## config.mk

```make
export PLATFORM = sky130hd
export DESIGN_NAME = rv32_shift_issue
export DESIGN_NICKNAME = d
export VERILOG_FILES = /design/src/rtl/rv32_shift_issue.sv
export SDC_FILE = /design/constraint.sdc
export NUM_CORES = 1
export LEC_CHECK = 0
export ABC_AREA = 0
export CAP_MARGIN = 20
export CORE_MARGIN = 3
export CORE_UTILIZATION = 30
export CTS_CLUSTER_DIAMETER = 200
export DETAILED_ROUTE_END_ITERATION = 10
export GPL_TIMING_DRIVEN = 1
export HOLD_SLACK_MARGIN = 0.15
export PLACE_DENSITY = 0.88
export SLEW_MARGIN = 30
export SYNTH_ARGS = -nofsm -noshare
export SYNTH_HDL_FRONTEND = slang
export SYNTH_SLANG_ARGS = --single-unit
export TNS_END_PERCENT = 20
```

## constraint.sdc

```tcl
create_clock -name clk -period 1.6 [get_ports clk]
set_input_delay 0.32 -clock clk [delete_from_list [all_inputs] [get_ports clk]]
set_output_delay 0.32 -clock clk [all_outputs]
set_load 0.01 [all_outputs]
```

## src/rtl/rv32_shift_issue.sv

```systemverilog
// rv32_shift_issue: legality check, one-cycle issue and writeback handshake
// for the RV32 shift unit (SLL/SRL/SRA and immediate forms).
module rv32_shift_issue #(
    parameter bit CHECK_FUNCT7 = 1'b1
) (
    input  logic        clk,
    input  logic        rst_n,
    input  logic        in_valid,
    output logic        in_ready,
    input  logic [31:0] in_instr,
    input  logic [31:0] in_rs1,
    input  logic [31:0] in_rs2,
    output logic        sh_enable,
    output logic        sh_logical,
    output logic        sh_direction,
    output logic        sh_immediate,
    output logic [31:0] sh_code_bus,
    output logic [31:0] sh_rs1,
    output logic [31:0] sh_rs2,
    input  logic [31:0] sh_result,
    output logic        wb_valid,
    input  logic        wb_ready,
    output logic [4:0]  wb_rd,
    output logic [31:0] wb_data,
    output logic        illegal
);
    typedef enum logic [1:0] {IDLE, EXEC, RESP} state_t;
    state_t state_q, state_d;
    logic [6:0] opcode, funct7;
    logic [2:0] funct3;
    logic right, legal, accept;
    logic sh_enable_q, sh_logical_q, sh_direction_q, sh_immediate_q, illegal_q;
    logic [31:0] sh_code_q, sh_rs1_q, sh_rs2_q;

    assign opcode = in_instr[6:0];
    assign funct3 = in_instr[14:12];
    assign funct7 = in_instr[31:25];
    assign right  = funct3 == 3'b101;
    // 0100000 is only meaningful as the arithmetic-right selector
    assign legal  = (opcode == 7'b0010011 || opcode == 7'b0110011)
                 && (funct3 == 3'b001 || right)
                 && (!CHECK_FUNCT7 || funct7 == 7'b0000000 || (right && funct7 == 7'b0100000));
    assign accept = in_valid && in_ready;

    always_ff @(posedge clk) begin
        if (!rst_n) begin
            state_q        <= IDLE;
            sh_enable_q    <= 1'b0;
            illegal_q      <= 1'b0;
            sh_logical_q   <= 1'b0;
            sh_direction_q <= 1'b0;
            sh_immediate_q <= 1'b0;
            sh_code_q      <= 32'd0;
            sh_rs1_q       <= 32'd0;
            sh_rs2_q       <= 32'd0;
        end else begin
            state_q     <= state_d;
            sh_enable_q <= accept && legal;
            illegal_q   <= accept && !legal;
            if (accept && legal) begin
                sh_logical_q   <= right && !in_instr[30];
                sh_direction_q <= right;
                sh_immediate_q <= opcode == 7'b0010011;
                sh_code_q      <= in_instr;
                sh_rs1_q       <= in_rs1;
                sh_rs2_q       <= in_rs2 & 32'h0000_001F;
            end
        end
    end

    always_comb begin
        state_d  = state_q;
        in_ready = state_q == IDLE;
        wb_valid = state_q == RESP;
        wb_rd    = wb_valid ? sh_code_q[11:7] : 5'd0;
        wb_data  = wb_valid ? sh_result : 32'd0;
        case (state_q)
            IDLE:    state_d = (accept && legal) ? EXEC : IDLE;
            EXEC:    state_d = (sh_code_q[11:7] != 5'd0) ? RESP : IDLE;
            RESP:    state_d = wb_ready ? IDLE : RESP;
            default: state_d = IDLE;
        endcase
    end

    assign sh_enable    = sh_enable_q;
    assign illegal      = illegal_q;
    assign sh_logical   = sh_logical_q;
    assign sh_direction = sh_direction_q;
    assign sh_immediate = sh_immediate_q;
    assign sh_code_bus  = sh_code_q;
    assign sh_rs1       = sh_rs1_q;
    assign sh_rs2       = sh_rs2_q;
endmodule

```

==> key figures, run 1 <==
Layout
  – Share of cells above drive strength 1: 0.223
  – Fin area: around 6500 sq um
  – Filler Cell Count: 878
  – Diode count: 0
  – Area grow syn2layout: 91.5%
  – Final nets: 750

Timing
  – Final Cycle Share: 1.10
  – Count of final hold-check violations: 0
  – Fmax: ~570 MHz
  – Max-slew violations: 0
  – Final Critical Period: 1.75 ns
  – RSZ-0062 raised after global routing: yes
  – Final setup viols: 39
  – Clk_skew: 0.00397 ns
  – Setup ws final: -0.152 ns
  – Hold slack: roughly 0.42 ns

Worst setup path
  – Setup CP Type: flop to output pin
  – Worst path bufs/invs: 4
  – WP data arrival: between 1 and 1.5 ns
  – CP max-delay cell: dfxtp_2
  – Worst EP required: ~1.3 ns
  – CP most frequent cell: buf_6
  – Worst Setup Start Kind: flop
  – Cell breakdown of the critical path: nor2b_4 > buf_6 > buf_6 > buf_6 > and2_4 > buf_6
  – Slowest Stage Delay on Critical Path: about 0.34 ns
  – CP max FO: 7
  – CP delay by family, top: buffers and inverters
  – Nature of the critical path endpoint: output pin

GRT
  – GRT Total Usage: 0.180
  – First-pass GRT wire length: between 15 and 20 mm
  – Grt total ovfl: 0
  – Initial antenna violation count: 0
  – Vias in the first global route: roughly 3500
  – Largest net degree at the start of global routing: 40

Pwr
  – Sw frac: 0.209
  – Power Internal: approximately 3.5 mW
  – Clock share of power: 0.470
  – VDD IR max: roughly 0.41 mV
  – Combinational share of power: 0.096
  – Pwr dens: approximately 670 nW/um^2
  – Psw: ~900 uW
  – Leak: 2.72 nW
  – Overall power: around 4.4 mW
  – Sequential power share: 0.434

Synthesis
  – Synth Instances: 379
  – #FFs+latches synth: between 70 and 80
  – Mapped cell area: 3380 sq um
  – Seq/Total Area, Yosys: 0.450
  – Syn Area/Cell: 8.93 sq um
  – Top cells by area, synth: dfxtp_1 (45%), mux2i_1 (17%), nand2_1 (13%), and2_1 (6.8%), buf_4 (6.2%)
  – Yosys top cell area share: 0.450
  – Synth warnings: 0
  – Number of distinct library cells after synthesis: 22
  – Area leader, netlist: dfxtp_1

Clocking
  – Hold Buf Count CTS: 0
  – Clock slew at reported path FFs: ~0.060 ns
  – Clock buffer depth: 2
  – TritonCTS Buffers: 9
  – CTS tree: built
  – Clk sinks: between 70 and 80
  – CTS Root Cell: clkbuf_16
  – H-Tree Depth: 3
  – Worst-Skew Late Latency: 0.33 ns

Run status
  – Outcome: complete, but fails checks
  – Violated checks: negative setup slack

Detailed routing
  – Pre-Repair DR Iteration Count: 4
  – ANT nets after route: 0
  – DRT iter0 DRCs: 120
  – Mean routed wirelength per cell: between 15 and 20 microns
  – DRC: 0
  – DR vias/cell: about 4.4
  – Vias: between 3000 and 4000
  – WL final: approximately 12 mm

Placed design
  – Detail Placement HPWL: 8.65 mm
  – Routability cong.: slightly above 0.8
  – DP Area: between 5000 and 6000 sq um
  – IO Port Bufs: ~220

Die
  – Number of cell rows: 38
  – Initial Util: 0.309
  – Die area: between 10000 and 15000 sq um
  – Die height: between 100 and 150 microns
  – Placeable core region: ~11000 sq um
  – DIE WIDTH: 112 microns
  – I/O Pins: around 270

Flow run
  – Max cap viols: 0

Worst hold path
  – Hold Path Class: input port to flop
## routing by layer
metal,vias up,track usage,share of wire
li1,1643,-,-
met1,1566,0.195,0.38
met2,159,0.334,0.53
met3,10,0.0550,0.071
met4,0,0.0561,0.012
met5,-,0,0
## stage by stage
stage | std cells | TNS, ns | setup slack (ns) | util
2_1_floorplan | 405 | 0 | 0.0968 | -
3_3_place_gp | 730 | -47.80 | -0.610 | 0.520
3_5_place_dp | 730 | -46.02 | -0.609 | 0.520
4_1_cts | 759 | -4.05 | -0.193 | 0.579
5_1_grt | 762 | -7.90 | -0.202 | 0.592
6_report | 762 | -4.09 | -0.152 | 0.592
## final cells by class
| cell class | count | area (sq um) | area share |
|---|---|---|---|
| clock buffer | 15 | 308 | 0.0475 |
| multi-input combinational | 275 | 1770 | 0.274 |
| sequential | 76 | 1530 | 0.235 |
| tap | 140 | 175 | 0.0270 |
| timing repair buffer | 256 | 2700 | 0.416 |
## cell usage in the layout, fill, tap and decap left out, types with 4 or more instances in the layout
cell | netlist | layout
conb_1 | 1 | 27
nand2_1 | 116 | 114
and2_4 | 0 | 29
buf_2 | 0 | 7
clkdlybuf4s15_1 | 0 | 4
clkbuf_16 | 0 | 10
clkbuf_8 | 0 | 6
buf_4 | 28 | 16
dlymetal6s2s_1 | 0 | 4
dfxtp_1 | 76 | 73
buf_12 | 0 | 7
dlygate4sd2_1 | 0 | 12
buf_6 | 7 | 40
and3_1 | 10 | 10
mux2i_1 | 58 | 57
and2_1 | 37 | 8
buf_16 | 0 | 4
o21a_1 | 4 | 4
clkdlybuf4s50_1 | 0 | 156
## logic make-up (layout without fill, tap and decap cells)
kind of cell	after synthesis	in the layout	share of synthesized area
buffers and inverters	54	271	0.107
AND/OR/NAND/NOR	184	184	0.259
AO/OA/AOI/OAI	6	6	0.0118
flip-flops	76	76	0.450
other	1	27	0.00111
multiplexers	58	58	0.172
## worst min-delay path: cells and delay by family
family,cells,cell delay [ns]
buffers and inverters,1,0.22
AND/OR/NAND/NOR,1,0.10
multiplexers,1,0.05
## power by group through the flow
stage | clock network [mW] | logic [mW] | registers, mW
finish | 2.05 | 0.420 | 1.89
detailed placement | 0 | 0.409 | 1.94
global placement | 0 | 0.403 | 1.94
floorplan | 0 | 0.161 | 1.94
CTS | 2.10 | 0.417 | 1.89
global route | 2.18 | 0.452 | 1.89
## path summary, 6_finish.rpt
kind / endpoint / cells after the start / slack (ns) / from
setup / recovery: wb_data[3] / 6 / -0.15 / state_q[1]
hold / removal: sh_rs1[4] / 3 / 0.42 / rst_n
setup reg to reg: sh_rs1[19] / 8 / -0.01 / state_q[1]
hold reg to reg: sh_rs1[10] / 2 / 0.46 / sh_rs1[10]
## Yosys cell counts (all sizes together)
cell type	count
nor4b	3
or3	1
nand3	2
nand2b	2
dfxtp	76
nor3	2
buf	35
a21oi	2
nand2	116
mux2i	58
nand4b	1
nor2b	4
o21a	4
conb	1
clkbuf	19
nor3b	1
and2	37
and3	10
nor2	3
and4	2
## repair_timing
action,in CTS,in global routing
endpoints found under the setup margin,114,94
resized for setup,237,45
pin swaps,18,16
buffers inserted,9,2
cloned,5,1
## flip-flops by register name, summed over array words and instances (netlist names)
name,count
illegal,1
sh_rs1,32
sh_code_bus,32
sh_rs2,5
state_q,2
sh_logical,1
sh_immediate,1
sh_enable,1
sh_direction,1
Power figures use the tool's default switching activity.
==> run 2: changes to the inputs <==
- CORE_MARGIN: 3 -> 2
==> key figures, run 2 (synthesized netlist as in run 1, its figures left out) <==
Worst setup path
  – Nature of the critical path endpoint: output pin (unchanged)
  – Setup CP Type: flop to output pin (unchanged)
  – Worst Setup Start Kind: flop (unchanged)
  – CP most frequent cell: buf_6 (unchanged)
  – CP delay by family, top: buffers and inverters (unchanged)
  – Slowest Stage Delay on Critical Path: 0.32 ns (was 0.34 ns)
  – CP max-delay cell: dfxtp_2 (unchanged)
  – Worst EP required: 1.28 ns (about the same)
  – WP data arrival: 1.39 ns (was 1.43 ns)
  – Cell breakdown of the critical path: nor2b_4 > buf_6 > buf_6 > buf_6 > and2_4 > buf_6 (unchanged)
  – CP max FO: 7 (unchanged)
  – Worst path bufs/invs: 4 (unchanged)

Layout
  – Share of cells above drive strength 1: 0.201 (was 0.223)
  – Register area: 1520 sq um (was 1530 sq um)
  – Commonest cells after routing, fill and taps aside: clkdlybuf4s50_1 (156), nand2_1 (114), dfxtp_1 (74) (was clkdlybuf4s50_1 (156), nand2_1 (114), dfxtp_1 (73))
  – Multi-input logic area: 1760 sq um (was 1770 sq um)
  – Finished Layout Cells: 757 (was 762)
  – Final nets: 744 (was 750)
  – Area grow syn2layout: 88.2% (was 91.5%)
  – Diode count: 0 (unchanged)
  – Filler Cell Count: 907 (was 878)
  – Commonest non-fill, non-tap cell in the layout: clkdlybuf4s50_1 (unchanged)

Detailed routing
  – Vias: 3342 (was 3378)
  – WL final: 11.2 mm (was 11.8 mm)
  – ANT nets after route: 0 (unchanged)
  – DR vias/cell: 4.41 (was 4.43)
  – DRT iter0 DRCs: 99 (was 120)
  – Pre-Repair DR Iteration Count: 4 (unchanged)
  – DRC: 0 (unchanged)
  – Mean routed wirelength per cell: 14.9 microns (was 15.5 microns)

Clocking
  – CTS tree: built (unchanged)
  – H-Tree Depth: 3 (unchanged)
  – Clock buffer depth: 2 (unchanged)
  – Worst-Skew Late Latency: 0.33 ns (about the same)
  – Hold Buf Count CTS: 0 (unchanged)
  – Clock slew at reported path FFs: 0.06 ns (about the same)
  – TritonCTS Buffers: 9 (unchanged)
  – CTS Root Cell: clkbuf_16 (unchanged)
  – Clk sinks: 76 (unchanged)

Pwr
  – Leak: 2.70 nW (was 2.72 nW)
  – Pwr dens: 734 nW/um^2 (was 674 nW/um^2)
  – VDD IR max: 0.470 mV (was 0.410 mV)

Placed design
  – IO Port Bufs: 217 (unchanged)
  – Routability cong.: 0.823 (was 0.818)
  – Placed cells: 726 (was 730)
  – Detail Placement HPWL: 8.16 mm (was 8.65 mm)

Run status
  – Outcome: complete, but fails checks (unchanged)
  – Violated checks: negative setup slack (unchanged)

Timing
  – Final Critical Period: 1.71 ns (was 1.75 ns)
  – Final Cycle Share: 1.07 (was 1.10)
  – Setup ws final: -0.110 ns (was -0.152 ns)
  – Count of final hold-check violations: 0 (unchanged)
  – Fmax: 585 MHz (was 571 MHz)
  – Setup_tns: -1.60 ns (was -4.09 ns)
  – Clk_skew: 0.00530 ns (was 0.00397 ns)
  – Max-slew violations: 0 (unchanged)
  – Final setup viols: 26 (was 39)
  – RSZ-0062 raised after global routing: yes (unchanged)

GRT
  – Initial antenna violation count: 0 (unchanged)
  – Grt total ovfl: 0 (unchanged)
  – Met1 Track Usage GR: 0.185 (was 0.195)
  – GRT Total Usage: 0.172 (was 0.180)
  – First-pass GRT wire length: 15.9 mm (was 17.9 mm)
  – Met3 usage: 0.0511 (was 0.0550)
  – Largest net degree at the start of global routing: 66 (was 40)
  – Global routing's busiest layer: met2 (unchanged)
  – Met2 GRT Util: 0.307 (was 0.334)
  – Vias in the first global route: 3262 (was 3488)

Die
  – Placeable core region: 10900 sq um (unchanged)
  – Die height: 110 microns (was 112 microns)
  – Die area: 12100 sq um (was 12600 sq um)
  – DIE WIDTH: 110 microns (was 112 microns)
  – Number of cell rows: 38 (unchanged)
  – I/O Pins: 272 (unchanged)
  – Initial Util: 0.309 (unchanged)

Worst hold path
  – Hold Path Class: input port to flop (unchanged)

Flow run
  – Max cap viols: 0 (unchanged)
## run 2: cell types whose count changed in the layout (fill, tap and decap cells not counted), sizes merged
cell | previous run | this run
bufinv | 0 | 3
dlygate4sd2 | 12 | 11
dlymetal6s2s | 4 | 7
clkinvlp | 0 | 1
clkinv | 0 | 2
clkdlybuf4s15 | 6 | 3
buf | 76 | 66
## run 2: worst reg2reg max path, delay by kind of cell (launching register included)
kind          cells  cell delay [ns]
flops             1             0.33
buf+inv           3             0.54
simple gates      3             0.44
mux               1             0.18
## run 2: worst paths after layout
| path | cells after the start | from | slack (ns) | endpoint |
|---|---|---|---|---|
| setup / recovery | 6 | state_q[1] | -0.11 | wb_data[25] |
| hold / removal | 2 | rst_n | 0.37 | sh_code_bus[4] |
| setup reg to reg | 7 | state_q[0] | 0.03 | sh_rs1[8] |
| hold reg to reg | 2 | sh_rs1[18] | 0.46 | sh_rs1[18] |
## run 2: report_power, final
part	switching (mW)	internal (mW)
clock	0.793	1.57
combinational	0.156	0.262
sequential	0.000370	1.89
total	0.949	3.72
## run 2: cell type report
cell class,count,share of cell area
clock buffer,10,0.0375
clock inverter,6,0.0175
multi-input combinational,275,0.277
sequential,76,0.239
tap,140,0.0275
timing repair buffer,250,0.402
## run 2: through the flow
stage / power [mW] / cell area (sq um) / setup WS (ns) / hold slack [ns] / utilization
after global placement: 2.33 / 5680 / -0.586 / 0.441 / 0.520
after floorplan: 2.10 / 3480 / 0.0968 / 0.462 / -
after detailed placement: 2.33 / 5680 / -0.626 / 0.449 / 0.520
after CTS: 4.72 / 6060 / -0.184 / 0.355 / 0.554
final: 4.67 / 6370 / -0.110 / 0.371 / 0.582
after global routing: 4.85 / 6370 / -0.170 / 0.372 / 0.582
## run 2: per-layer routing
layer,routed length [microns],part of all wire,vias to the layer above
met2,5740,0.51,152
met1,4220,0.37,1546
li1,-,-,1627
met4,266,0.024,0
met3,1020,0.091,17
met5,0,0,-
## run 2: what timing repair did
| action | in CTS | in global routing |
|---|---|---|
| resized for setup | 207 | 48 |
| pin swaps | 8 | 8 |
| setup endpoints to repair | 114 | 110 |
| buffers inserted | 3 | 6 |
| gates cloned | 1 | 6 |
==> run 3: changes to the inputs <==
- CAP_MARGIN: 20 -> not set
==> results of run 3 <==
No change in the layout: final DEF, timing and power equal those of run 2.
